===== src/rtl/imem_loader.sv =====
// imem_loader: assembles a valid/ready byte stream into little-endian words and writes them to instruction memory
//
// Ports:
//   clk       in   1            single clock, all logic on posedge
//   rst_n     in   1            asynchronous active-low reset
//   start     in   1            begin a load of len words (accepted in IDLE/DONE only)
//   len       in   AddrWidth+1  word count, sampled when start is accepted
//   in_valid  in   1            byte stream valid
//   in_data   in   8            byte stream data
//   in_ready  out  1            loader accepts a byte this cycle (LOAD)
//   wr_en     out  1            one-cycle write strobe (WRITE)
//   wr_addr   out  AddrWidth    word address of the write, held between strobes
//   wr_data   out  Width        assembled word, held between strobes
//   busy      out  1            high in LOAD or WRITE
//   cpu_hold  out  1            mirrors busy, keeps the core in reset while loading
//   done      out  1            load finished, held until the next accepted start
//   err       out  1            last accepted start had len > Depth
module imem_loader #(
    parameter int Width = 32,
    parameter int Depth = 32,
    localparam int AddrWidth = $clog2(Depth),
    localparam int BytesPerWord = Width / 8
) (
    input  logic                 clk,
    input  logic                 rst_n,
    input  logic                 start,
    input  logic [AddrWidth:0]   len,
    input  logic                 in_valid,
    input  logic [7:0]           in_data,
    output logic                 in_ready,
    output logic                 wr_en,
    output logic [AddrWidth-1:0] wr_addr,
    output logic [Width-1:0]     wr_data,
    output logic                 busy,
    output logic                 cpu_hold,
    output logic                 done,
    output logic                 err
);
    // a one-byte word still needs a 1-bit byte counter
    localparam int BcW = BytesPerWord > 1 ? $clog2(BytesPerWord) : 1;
    localparam logic [1:0] IDLE  = 2'd0;
    localparam logic [1:0] LOAD  = 2'd1;
    localparam logic [1:0] WRITE = 2'd2;
    localparam logic [1:0] DONE  = 2'd3;

    logic [1:0]           state;
    logic [AddrWidth:0]   len_q;
    logic [AddrWidth-1:0] word_idx;
    logic [BcW-1:0]       byte_cnt;
    logic [Width-1:0]     acc;
    logic [Width-1:0]     word_nx;
    logic                 start_ok;
    logic                 len_bad;
    logic                 xfer;
    logic                 last_byte;
    logic                 last_word;

    // partial word with the incoming byte dropped into its lane
    always_comb begin
        word_nx = acc;
        word_nx[8*byte_cnt +: 8] = in_data;
    end

    assign start_ok  = start && (state == IDLE || state == DONE);
    assign len_bad   = len > (AddrWidth+1)'(Depth);
    assign xfer      = state == LOAD && in_valid;
    assign last_byte = byte_cnt == BcW'(BytesPerWord - 1);
    assign last_word = {1'b0, word_idx} == len_q - (AddrWidth+1)'(1);

    // Moore outputs: in_ready depends on state only, never on in_valid
    assign in_ready = state == LOAD;
    assign wr_en    = state == WRITE;
    assign busy     = in_ready || wr_en;
    assign cpu_hold = busy;
    assign done     = state == DONE;

    always_ff @(posedge clk or negedge rst_n) begin
        if (!rst_n) begin
            state    <= IDLE;
            len_q    <= '0;
            word_idx <= '0;
            byte_cnt <= '0;
            acc      <= '0;
            wr_addr  <= '0;
            wr_data  <= '0;
            err      <= 1'b0;
        end else if (start_ok) begin
            len_q    <= len;
            err      <= len_bad;
            word_idx <= '0;
            byte_cnt <= '0;
            state    <= (len == '0 || len_bad) ? DONE : LOAD;
        end else if (xfer) begin
            acc      <= word_nx;
            byte_cnt <= last_byte ? '0 : byte_cnt + BcW'(1);
            if (last_byte) begin
                // capture into the output registers so they hold until the next word
                wr_data <= word_nx;
                wr_addr <= word_idx;
                state   <= WRITE;
            end
        end else if (state == WRITE) begin
            state    <= last_word ? DONE : LOAD;
            word_idx <= last_word ? word_idx : word_idx + AddrWidth'(1);
        end
    end
endmodule


===== config.mk =====
export PLATFORM = sky130hd
export DESIGN_NAME = imem_loader
export DESIGN_NICKNAME = d
export VERILOG_FILES = /design/src/rtl/imem_loader.sv
export SDC_FILE = /design/constraint.sdc
export NUM_CORES = 1
export LEC_CHECK = 0
export CAP_MARGIN = 15
export CORE_MARGIN = 2
export CORE_UTILIZATION = 25
export CTS_BUF_LIST = sky130_fd_sc_hd__clkbuf_16
export CTS_CLUSTER_SIZE = 8
export DETAILED_ROUTE_END_ITERATION = 16
export MAX_ROUTING_LAYER = met4
export PLACE_DENSITY = 0.52
export SLEW_MARGIN = 40
export SYNTH_ARGS = -nofsm -noshare
export SYNTH_HDL_FRONTEND = slang
export SYNTH_SLANG_ARGS = --single-unit

===== constraint.sdc =====
create_clock -name clk -period 2 [get_ports clk]
set_clock_uncertainty 0.15 [all_clocks]
set_input_delay 0.3 -clock clk [delete_from_list [all_inputs] [get_ports clk]]
set_output_delay 0.3 -clock clk [all_outputs]
set_load 0.005 [all_outputs]

Word level (Yosys, flattened, before mapping)
Index checks and enable logic that the tools add are counted.
{ "op_classes": {"add_sub_neg": 4, "magnitude_cmp": 1, "n_eq_ne": 8, "shifts": 2, "mux": 14, "bitwise": 1, "reduce_logical": 14} }
{ "op_table": {"columns": ["cell", "count"], "rows": [
  ["$neg 5->34", 1],
  ["$shift 8x34->32 const A", 1],
  ["$shiftx 8x34->32", 1],
  ["$bwmux 32", 1],
  ["$mux 5", 4],
  ["$mux 2", 9],
  ["$eq 2x2->1 const B", 3],
  ["$eq 5x6->1", 1],
  ["$gt 6x6->1 const B", 1],
  ["$logic_not 6->1", 1],
  ["$reduce_and 3->1", 2],
  ["$sub 6x1->6 const B", 1],
  ["$add 5x1->5 const B", 1],
  ["$ne 2x2->1 const B", 2],
  ["$reduce_and 2->1", 2],
  ["$reduce_bool 2->1", 2],
  ["$logic_or 1x1->1", 3],
  ["$ne 3x2->1 const B", 1],
  ["$reduce_bool 3->1", 1],
  ["$add 2x1->2 const B", 1],
  ["$eq 2x1->1 const B", 1],
  ["$logic_and 1x1->1", 2],
  ["$logic_not 2->1", 1],
  ["$not 1->1", 1]
]} }
{ "word_totals": {"register_bits": 85, "in_bits": 18, "out_inout_bits": 43} }

Logic depth before layout (Yosys ltp)
Gate-level depths: netlist (run 1).
{ "logic_depth": {"word_depth": 6, "ltp_mapped": 9} }

Least setup slack after synthesis (run 1)
OpenSTA, ideal clock, no wires.
{ "synth_timing": {"path_type": "register to register", "from": "register state[0]", "to": "register wr_addr[0]", "arrival_time_ps": 1877, "setup_slack_ps": -152, "stages_incl_launch_ff": 9, "path_buffers": 2, "synth_period_minus_slack_ps": 2152, "path_cell_list": "dfrtp_1 inv_1 ha_1 and2_1 buf_6 nor2_2 nand2_1 clkbuf_1 mux2_2"} }
{ "synth_between": {"elab_chain_len": 5, "word_cells_on_any_way": 8} }
{ "synth_lines": {"columns": ["item", "line_no", "rtl"], "rows": [
  ["from (decl)", "46", "logic [1:0] state;"],
  ["from (signal assigned)", "92", "state <= (len == '0 || len_bad) ? DONE : LOAD;"],
  ["from (signal assigned)", "103", "state <= last_word ? DONE : LOAD;"],
  ["$eq 2x2->1 / $logic_not 2->1 (equally long branches)", "64", "assign start_ok = start && (state == IDLE || state == DONE);"],
  ["$logic_or 1x1->1", "64", null],
  ["$logic_and 1x1->1", "64", null],
  ["$not 1->1 (no line)", null, null],
  ["$reduce_and 3->1 (no line) *", null, null],
  ["to (signal assigned)", "99", "wr_addr <= word_idx;"],
  ["to (decl)", "32", "output logic [AddrWidth-1:0] wr_addr,"]
]} }
Every way passes the cells marked *; elsewhere a longest branch is shown, timed or not.
A chain may end at the register's enable or synchronous reset.

Worst setup path after layout (run 1)
{ "layout_timing": {"from": "register len_q[1]", "to": "register word_idx[1]"} }
{ "layout_between": {"elab_chain_len": 4} }
{ "layout_lines": {"columns": ["item", "line_no", "rtl"], "rows": [
  ["from (decl)", "47", "logic [AddrWidth:0] len_q;"],
  ["from (signal assigned)", "88", "len_q <= len;"],
  ["$sub 6x1->6", "68", "assign last_word = {1'b0, word_idx} == len_q - (AddrWidth+1)'(1);"],
  ["$eq 5x6->1", "68", null],
  ["$ne 2x2->1 (no line)", null, null],
  ["$reduce_and 3->1 (no line)", null, null],
  ["to (signal assigned)", "104", "word_idx <= last_word ? word_idx : word_idx + AddrWidth'(1);"],
  ["to (decl)", "48", "logic [AddrWidth-1:0] word_idx;"]
]} }
Every way passes these cells.

==> flow_summary.toml, run 1 <==
[synth]
synth_top_area_share_pct = 53.5
syn_nets = 414
synth.avg_cell_area_um2 = 10.3
synth-seq-area-share_pct = 53.5
synth_compound_area_share_pct = 20.0
synth-seq-cells = 85
async_flop_share_pct = 100
yosys.cell_count.top_type = "dfrtp_1"
ys_top_cells_by_count = "dfrtp_1, nand2_1, o21ai_0"
synth_edf_count = 0
synthAdderAreaFrac_pct = 3.46
synth_area_leaders = "dfrtp_1, a22o_1, nand2_1"
synthDistinctLibCells = 49
yosysWarnings = 0
synth_xor_area_share_pct = 1.10
syn-instance-count = 385
synth_flop_cell = "dfrtp_1"
yosys.area.top_type = "dfrtp_1"
yosys.area_share.simple_pct = 17.1
synthMuxAreaShare_pct = 1.10
netlist_area_mm2 = 0.00398
synth_top_family_by_area = "compound AO/OA/AOI/OAI gates"

[placement]
portBuffers = 60
globalplace.congestion = 0.761
dpl_cell_area_mm2 = 0.00499
detailed_place_hpwl_mm = 6.70
place_ws_ps = -77.4

[power]
peakVddDrop_v = 0.000531
totalPowerFinal_uw = 7190
p_leak_uw = 0.00237
power_density_mw_per_mm2 = 1340

[grt]
grt_pass1_vias = 3057
antenna_found_initial = 0
grt.overflow.total = 0
grt_max_degree = 86
grt_first_pass_wirelength_mm = 15.6
track_usage_pct = 12.4

[final_layout]
drive_above_1_share_pct = 15.9
finalNetCount = 490
fill_cells = 1570
multi_input_area_mm2 = 0.00177
area_growth_pct = 34.7
final_area_mm2 = 0.00536
seq_area_mm2 = 0.00213
antenna_cells = 0

[route]
drtAntennaViolNets = 0
via_count = 3020
drt_iter0_markers = 88
drc_errors = 0
wirelength_mm = 9.80
routedWlPerCell_um = 14.4
dr.pass1.iters = 4
viasPerCell = 4.43

[run]
cap_violations = 0

[critical_path]
criticalPathCategory = "register to register"
cp-start-kind = "register"
cp.arrival_ps = 2070
critPathMaxFanout = 5
required_ps = 2060
crit_path_end_kind = "register"

[timing]
min_period_ps = 2010
setup_violations = 3
fmax_ghz = 0.498
final-hold-violation-count = 0
layout_setup_ws_ps = -9.36
slew_headroom_pct = 65.7
drv_slew = 0
tightest_slew_ps = 514
rsz0062_at_grt = "yes"
period_share_pct = 100
final.setup.tns_ps = -17.1

[hold_path]
hp-class = "input port to async pin"

[clock_network]
ctsLongestPathBuffers = 2
cts_tree = "done"
htreeDepth = 3
cts_made_buffers = 9
path_clk_slew_ps = 60
clk_latency_ps = 340
clock_sinks = 85
cts_root_buffer = "clkbuf_16"

[die]
die_y_um = 130
core_area_mm2 = 0.0157
fp.dieW_um = 130
die_area_mm2 = 0.0169
ioPinCount = 61
start_util_pct = 25.3
rows = 46

[run_status]
outcome = "complete, but fails checks"
violations = "negative setup slack"
==> placed cells by master (no fill, tap or decap), types with 3 or more instances in the layout <==
master / synthesis / layout
a21oi_1: 34 / 34
a22o_1: 32 / 32
buf_12: 0 / 3
buf_4: 1 / 25
clkbuf_16: 0 / 9
clkdlybuf4s50_1: 0 / 54
dfrtp_1: 85 / 84
dlygate4sd2_1: 0 / 3
ha_1: 11 / 8
inv_1: 11 / 10
inv_2: 0 / 3
mux2_2: 3 / 3
nand2_1: 59 / 57
nand2b_1: 3 / 3
nand3_1: 5 / 5
nor2b_1: 32 / 32
nor3_1: 3 / 3
o21ai_0: 40 / 40
xnor2_1: 4 / 3
==> sequential cells by signal (all words and copies together) (netlist names) <==
signal,cells
len_q,6
word_idx,5
state,2
wr_addr,5
err,1
wr_data,32
acc,32
byte_cnt,2
==> path summary, 6_finish.rpt <==
path,from,end,slack [ps],cells past startpoint
worst max-delay path,len_q[1],word_idx[1],-9,6
worst min-delay path,rst_n,len_q[0],320,3
worst max register to register,len_q[1],word_idx[1],-9,6
worst min register to register,wr_data[16],wr_data[16],330,2
max in group asynchronous,rst_n,wr_data[22],930,3
min in group clk,wr_data[16],wr_data[16],330,2
==> critical path: stages (launching register included) <==
cell and delay, ps:
dfrtp_1 390, or4_4 520, or3_4 390, nand4_4 110, buf_4 120, o21a_2 120, o22ai_1 70
==> final cells by class <==
type / count / share of cell area, %
clock inverter: 7 / 1.10
multi-input combinational: 265 / 33.1
clock buffer: 9 / 4.20
inverter: 11 / 0.771
timing repair buffer: 89 / 16.1
sequential: 85 / 39.7
tap: 216 / 5.05
==> repair_timing <==
action,CTS,global route
cloned,0,0
hold buffers,1,0
pin swaps,1,6
endpoints found under the setup margin,7,73
resized for setup,3,17
endpoints found under the hold margin,85,0
buffers inserted,0,2
==> through the flow <==
stage	util (%)	hold slack [ps]	std cells
finish	34.1	321	682
floorplan	-	-146	385
detailed placement	31.8	220	663
global route	34.1	361	682
CTS	33.6	336	680
global placement	31.8	218	663
==> routing by layer <==
| layer | vias up | share of wire (%) | track usage, % |
|---|---|---|---|
| met2 | 70 | 46 | 18.2 |
| met3 | 15 | 4.6 | 3.32 |
| li1 | 1495 | - | - |
| met5 | - | 0 | - |
| met4 | 0 | 1.9 | 4.36 |
| met1 | 1440 | 48 | 16.4 |
==> power breakdown <==
group	internal, µW	switching [µW]
logic	1610	1410
clock network	949	670
registers	2230	332
total	4780	2410
==> cell families (layout without fill, tap and decap cells) <==
kind of cell | Yosys count | after routing
XOR/XNOR | 5 | 5
flip-flops | 85 | 85
buffers and inverters | 35 | 116
AO/OA/AOI/OAI | 120 | 120
AND/OR/NAND/NOR | 125 | 125
multiplexers | 4 | 4
adder cells (fa/ha/maj) | 11 | 11
Note: power is estimated with default switching activity, not from simulation.
==> inputs of run 2 (changes only) <==
- CORE_MARGIN: 2 -> default
- SLEW_MARGIN: 40 -> 5
==> run 2 against run 1 <==
- the run now ends clean
- worst hold slack lost 90 ps
- wire length shrank 0.33%
- non-clock buffer count unchanged
- combinational power barely moved
- clock power hardly changed
- power increased by 0.65%
- final cell count decreased by 0.73%
- largest power group unchanged
- critical path depth is the same
- sequential power barely moved
- count of clock-buffer cells in the layout did not move
- first-iteration DRC count grew 99%
- cell area grew 0.21%
==> flow_summary.toml, run 2 (synthesis results as in run 1) <==
[die]
fp.dieW_um = 128
start_util_pct = 25.9
core_area_mm2 = 0.0154
die_y_um = 128
rows = 45
die_area_mm2 = 0.0164
ioPinCount = 61

[route]
drtAntennaViolNets = 0
via_count = 3020
viasPerCell = 4.46
drc_errors = 0
routedWlPerCell_um = 14.4
drt_iter0_markers = 175
dr.pass1.iters = 4
wirelength_mm = 9.77

[final_layout]
instances_no_fill = 677
area_growth_pct = 35.0
final_common_cell = "dfrtp_1"
layout_common_cells = "dfrtp_1, nand2_1, clkdlybuf4s50_1"
drive_above_1_share_pct = 15.2
top_regs = "acc x32, wr_data x32, len_q x6"
finalNetCount = 490
fill_cells = 1537
final_area_mm2 = 0.00537
antenna_cells = 0

[clock_network]
ctsLongestPathBuffers = 2
path_clk_slew_ps = 60
clk_latency_ps = 340
cts_root_buffer = "clkbuf_16"
cts_made_buffers = 9
cts_tree = "done"
clock_sinks = 85
htreeDepth = 3

[grt]
grt.overflow.total = 0
track_usage_pct = 13.1
grt_pass1_vias = 3045
grt_max_degree = 52
antenna_found_initial = 0
grt_first_pass_wirelength_mm = 16.0

[timing]
period_share_pct = 98.9
whs_ps = 231
tightest_slew_ps = 488
min_period_ps = 1980
drv_slew = 0
final-hold-violation-count = 0
slew_headroom_pct = 67.3
setup_violations = 0
fmax_ghz = 0.506
rsz0062_at_grt = "yes"
layout_setup_ws_ps = 22.5

[critical_path]
crit_path_end_kind = "register"
critPathMaxFanout = 5
criticalPathCategory = "register to register"
cp.arrival_ps = 2050
cp-start-kind = "register"
required_ps = 2080

[power]
totalPowerFinal_uw = 7240
p_leak_uw = 0.00234
power_density_mw_per_mm2 = 1350
peakVddDrop_v = 0.000707

[run_status]
outcome = "completed"

[placement]
dp.cells = 657
detailed_place_hpwl_mm = 6.79
globalplace.congestion = 0.770
place_ws_ps = -86.2
portBuffers = 60
dpl_cell_area_mm2 = 0.00498

[hold_path]
hp-class = "input port to async pin"

[run]
cap_violations = 0
==> run 2: metal layers <==
metal | track usage (%) | wire [µm] | vias to the layer above
met1 | 16.5 | 4550 | 1451
met3 | 3.21 | 381 | 10
li1 | - | - | 1489
met5 | - | 0 | -
met4 | 4.36 | 115 | 0
met2 | 20.7 | 4730 | 70
==> run 2: repair_timing <==
action,4_1_cts,5_1_grt
resized for setup,6,9
endpoints found under the hold margin,19,0
buffers inserted,1,2
setup endpoints to repair,8,70
pin swaps,4,6
gates cloned,0,0
hold buffers,1,0
==> run 2: final cells by class <==
type	instances	area (µm²)	share of cell area, %
clock inverter	7	66.3	1.24
timing repair buffer	89	871	16.2
clock buffer	9	225	4.20
multi-input combinational	265	1770	33.0
tap	211	264	4.92
inverter	11	41.3	0.769
sequential	85	2130	39.7
==> run 2: critical path: stages, from the launching register on <==
cell       delay (ps)
dfrtp_1           380
or4_4             540
or3_4             350
nand4_4           150
buf_6             120
a2bb2oi_2         120
o21ai_1            60
==> run 2: stage by stage <==
| step | utilization [%] | TNS [ps] |
|---|---|---|
| 2_1_floorplan | - | 0 |
| 4_1_cts | 34.5 | -2.02 |
| 3_5_place_dp | 32.4 | -340 |
| 6_report | 34.9 | 0 |
| 3_3_place_gp | 32.4 | -392 |
| 5_1_grt | 34.9 | -36.6 |
==> run 2: path summary, 6_finish.rpt <==
kind / start / end / slack (ps) / cells after the start
max: len_q[2] / word_idx[4] / 20 / 6
min: rst_n / len_q[3] / 230 / 2
max reg2reg: len_q[2] / word_idx[4] / 20 / 6
min reg2reg: wr_data[17] / wr_data[17] / 330 / 2
max in group asynchronous: rst_n / wr_data[3] / 910 / 3
min in group clk: wr_data[17] / wr_data[17] / 330 / 2
==> run 2: power breakdown <==
group,switching [µW],internal (µW)
clock,693,961
combinational,1420,1600
sequential,337,2230
total,2450,4790
==> inputs of run 3 (changes only) <==
- PLACE_DENSITY: 0.52 -> 0.5
- clock period: 2 -> 2.5 ns (I/O delays scaled with it)
==> run 3 against run 2 <==
- wire length down 0.46%
- combinational power down 30%
- highest routed layer unchanged
- die area did not move
- power down 23%
- sequential cell count unchanged
- global-route usage up 0.15 points
- cell area is 3.8% lower
- sequential share of layout area up 1.6 points
- critical endpoint is now cpu_hold
- final cell count is 2.5% lower
- critical path depth fell by 2
- sequential power is 19% lower
- count of clock-buffer cells in the layout unchanged
==> flow_summary.toml, run 3 (synthesis results as in run 1) <==
[run_status]
outcome = "completed"

[final_layout]
final_area_mm2 = 0.00516
final_common_cell = "dfrtp_1"
antenna_cells = 0
layout_common_cells = "dfrtp_1, clkdlybuf4s50_1, nand2_1"
drive_above_1_share_pct = 9.80
fill_cells = 1579
multi_input_area_mm2 = 0.00170
seq_area_mm2 = 0.00213
finalNetCount = 474
area_growth_pct = 29.9
top_regs = "acc x32, wr_data x32, len_q x6"

[placement]
place_ws_ps = 352
detailed_place_hpwl_mm = 6.70
dpl_cell_area_mm2 = 0.00485
portBuffers = 60
globalplace.congestion = 0.869

[critical_path]
required_ps = 1980
reg2reg_to = "state[1]"
rrSetupSlack_ps = 330
cp_num_buf_inv = 3
r2r_cells = 7
critPathMaxFanout = 4
slowest_stage = "clkdlybuf4s50_1"
worstReg2RegStart = "state[0]"
cpMostUsedCell = "inv_1"
critPathTopFamily = "buffers and inverters"
cp-start-kind = "register"
crit_chain = "inv_1 > ha_1 > inv_1 > clkdlybuf4s50_1"
cp.arrival_ps = 1720
criticalPathCategory = "register to output pin"
crit_path_end_kind = "output pin"
slowest_delay_ps = 510

[die]
fp.dieW_um = 128
ioPinCount = 61
start_util_pct = 25.9
rows = 45
die_y_um = 128
core_area_mm2 = 0.0154
die_area_mm2 = 0.0164

[timing]
tightest_slew_ps = 583
setup_violations = 0
drv_slew = 0
min_period_ps = 2250
final.setup.tns_ps = 0
slew_headroom_pct = 61.1
rsz0062_at_grt = "no"
final-hold-violation-count = 0
layout_setup_ws_ps = 253
period_share_pct = 89.9
fmax_ghz = 0.445

[grt]
antenna_found_initial = 0
grt.overflow.total = 0
grt_pass1_vias = 2960
grt_max_degree = 47
grt_first_pass_wirelength_mm = 15.9
track_usage_pct = 13.3

[clock_network]
clk_latency_ps = 350
cts_root_buffer = "clkbuf_16"
ctsLongestPathBuffers = 2
cts_tree = "done"
path_clk_slew_ps = 60
cts_resized = 0
htreeDepth = 3
clock_sinks = 85
cts_setup_buffers = 0
cts_made_buffers = 9

[hold_path]
hp-class = "register to register"
min_from = "wr_data[13]"
min_to = "wr_data[13]"
hold-path-cell-count = 2

[route]
drc_errors = 0
routedWlPerCell_um = 14.7
dr.pass1.iters = 4
drt_iter0_markers = 134
via_count = 2989
viasPerCell = 4.53
drtAntennaViolNets = 0
wirelength_mm = 9.73

[power]
peakVddDrop_v = 0.000420
power_density_mw_per_mm2 = 1080
p_leak_uw = 0.00224

[run]
cap_violations = 0
-- run 3: cell count changes in the layout (fill, tap and decap cells not counted), moves of 3 or more --
cell / previous run / this run
buf_4: 24 / 11
clkdlybuf4s50_1: 55 / 59
dlygate4sd2_1: 3 / 0
ha_1: 8 / 11
ha_4: 3 / 0
-- run 3: repair_timing --
action	4_1_cts	5_1_grt
endpoints found under the hold margin	41	0
hold buffers	1	0
endpoints found under the setup margin	0	0
-- run 3: layer usage --
| layer | wire length (µm) | GRT usage [%] | vias up |
|---|---|---|---|
| met5 | 0 | - | - |
| met3 | 401 | 3.51 | 12 |
| met4 | 163 | 5.40 | 0 |
| li1 | - | - | 1459 |
| met1 | 4710 | 16.9 | 1451 |
| met2 | 4450 | 20.0 | 67 |
-- run 3: how the worst max path moves through the flow --
stage          depth (start not counted)  slack (ps)  startpoint          end
2_1_floorplan                          8         350    state[0]   wr_addr[0]
3_3_place_gp                           6         340       start  word_idx[1]
3_5_place_dp                           6         350       start  word_idx[1]
4_1_cts                                4         240    state[0]     cpu_hold
5_1_grt                                4         150    state[0]     cpu_hold
6_report                               4         250    state[0]     cpu_hold
-- run 3: final cells by class --
cell class	count	area share (%)
clock buffer	9	4.36
clock inverter	6	1.55
inverter	11	0.800
multi-input combinational	265	33.0
sequential	85	41.2
tap	211	5.11
timing repair buffer	73	14.0
-- run 3: power by group --
part / leakage (µW) / total [µW] / internal [µW] / switching (µW)
sequential: 0.00115 / 2070 / 1780 / 287
combinational: 0.000940 / 2110 / 1070 / 1040
clock: 0.000150 / 1400 / 860 / 537
-- run 3: tightest hold or removal path, cell delays in order (launching register included) --
cell and delay [ps]:
dfrtp_1 340, nand2_1 50, o21ai_0 60
-- run 3: stage by stage --
step / hold slack [ps] / cells / utilization (%) / total power [µW]
finish: 325 / 660 / 33.6 / 5570
global route: 351 / 660 / 33.6 / 5970
CTS: 336 / 660 / 33.6 / 5650
detailed placement: 269 / 644 / 31.5 / 4200
global placement: 255 / 644 / 31.5 / 4160
floorplan: -70.6 / 385 / - / 3340
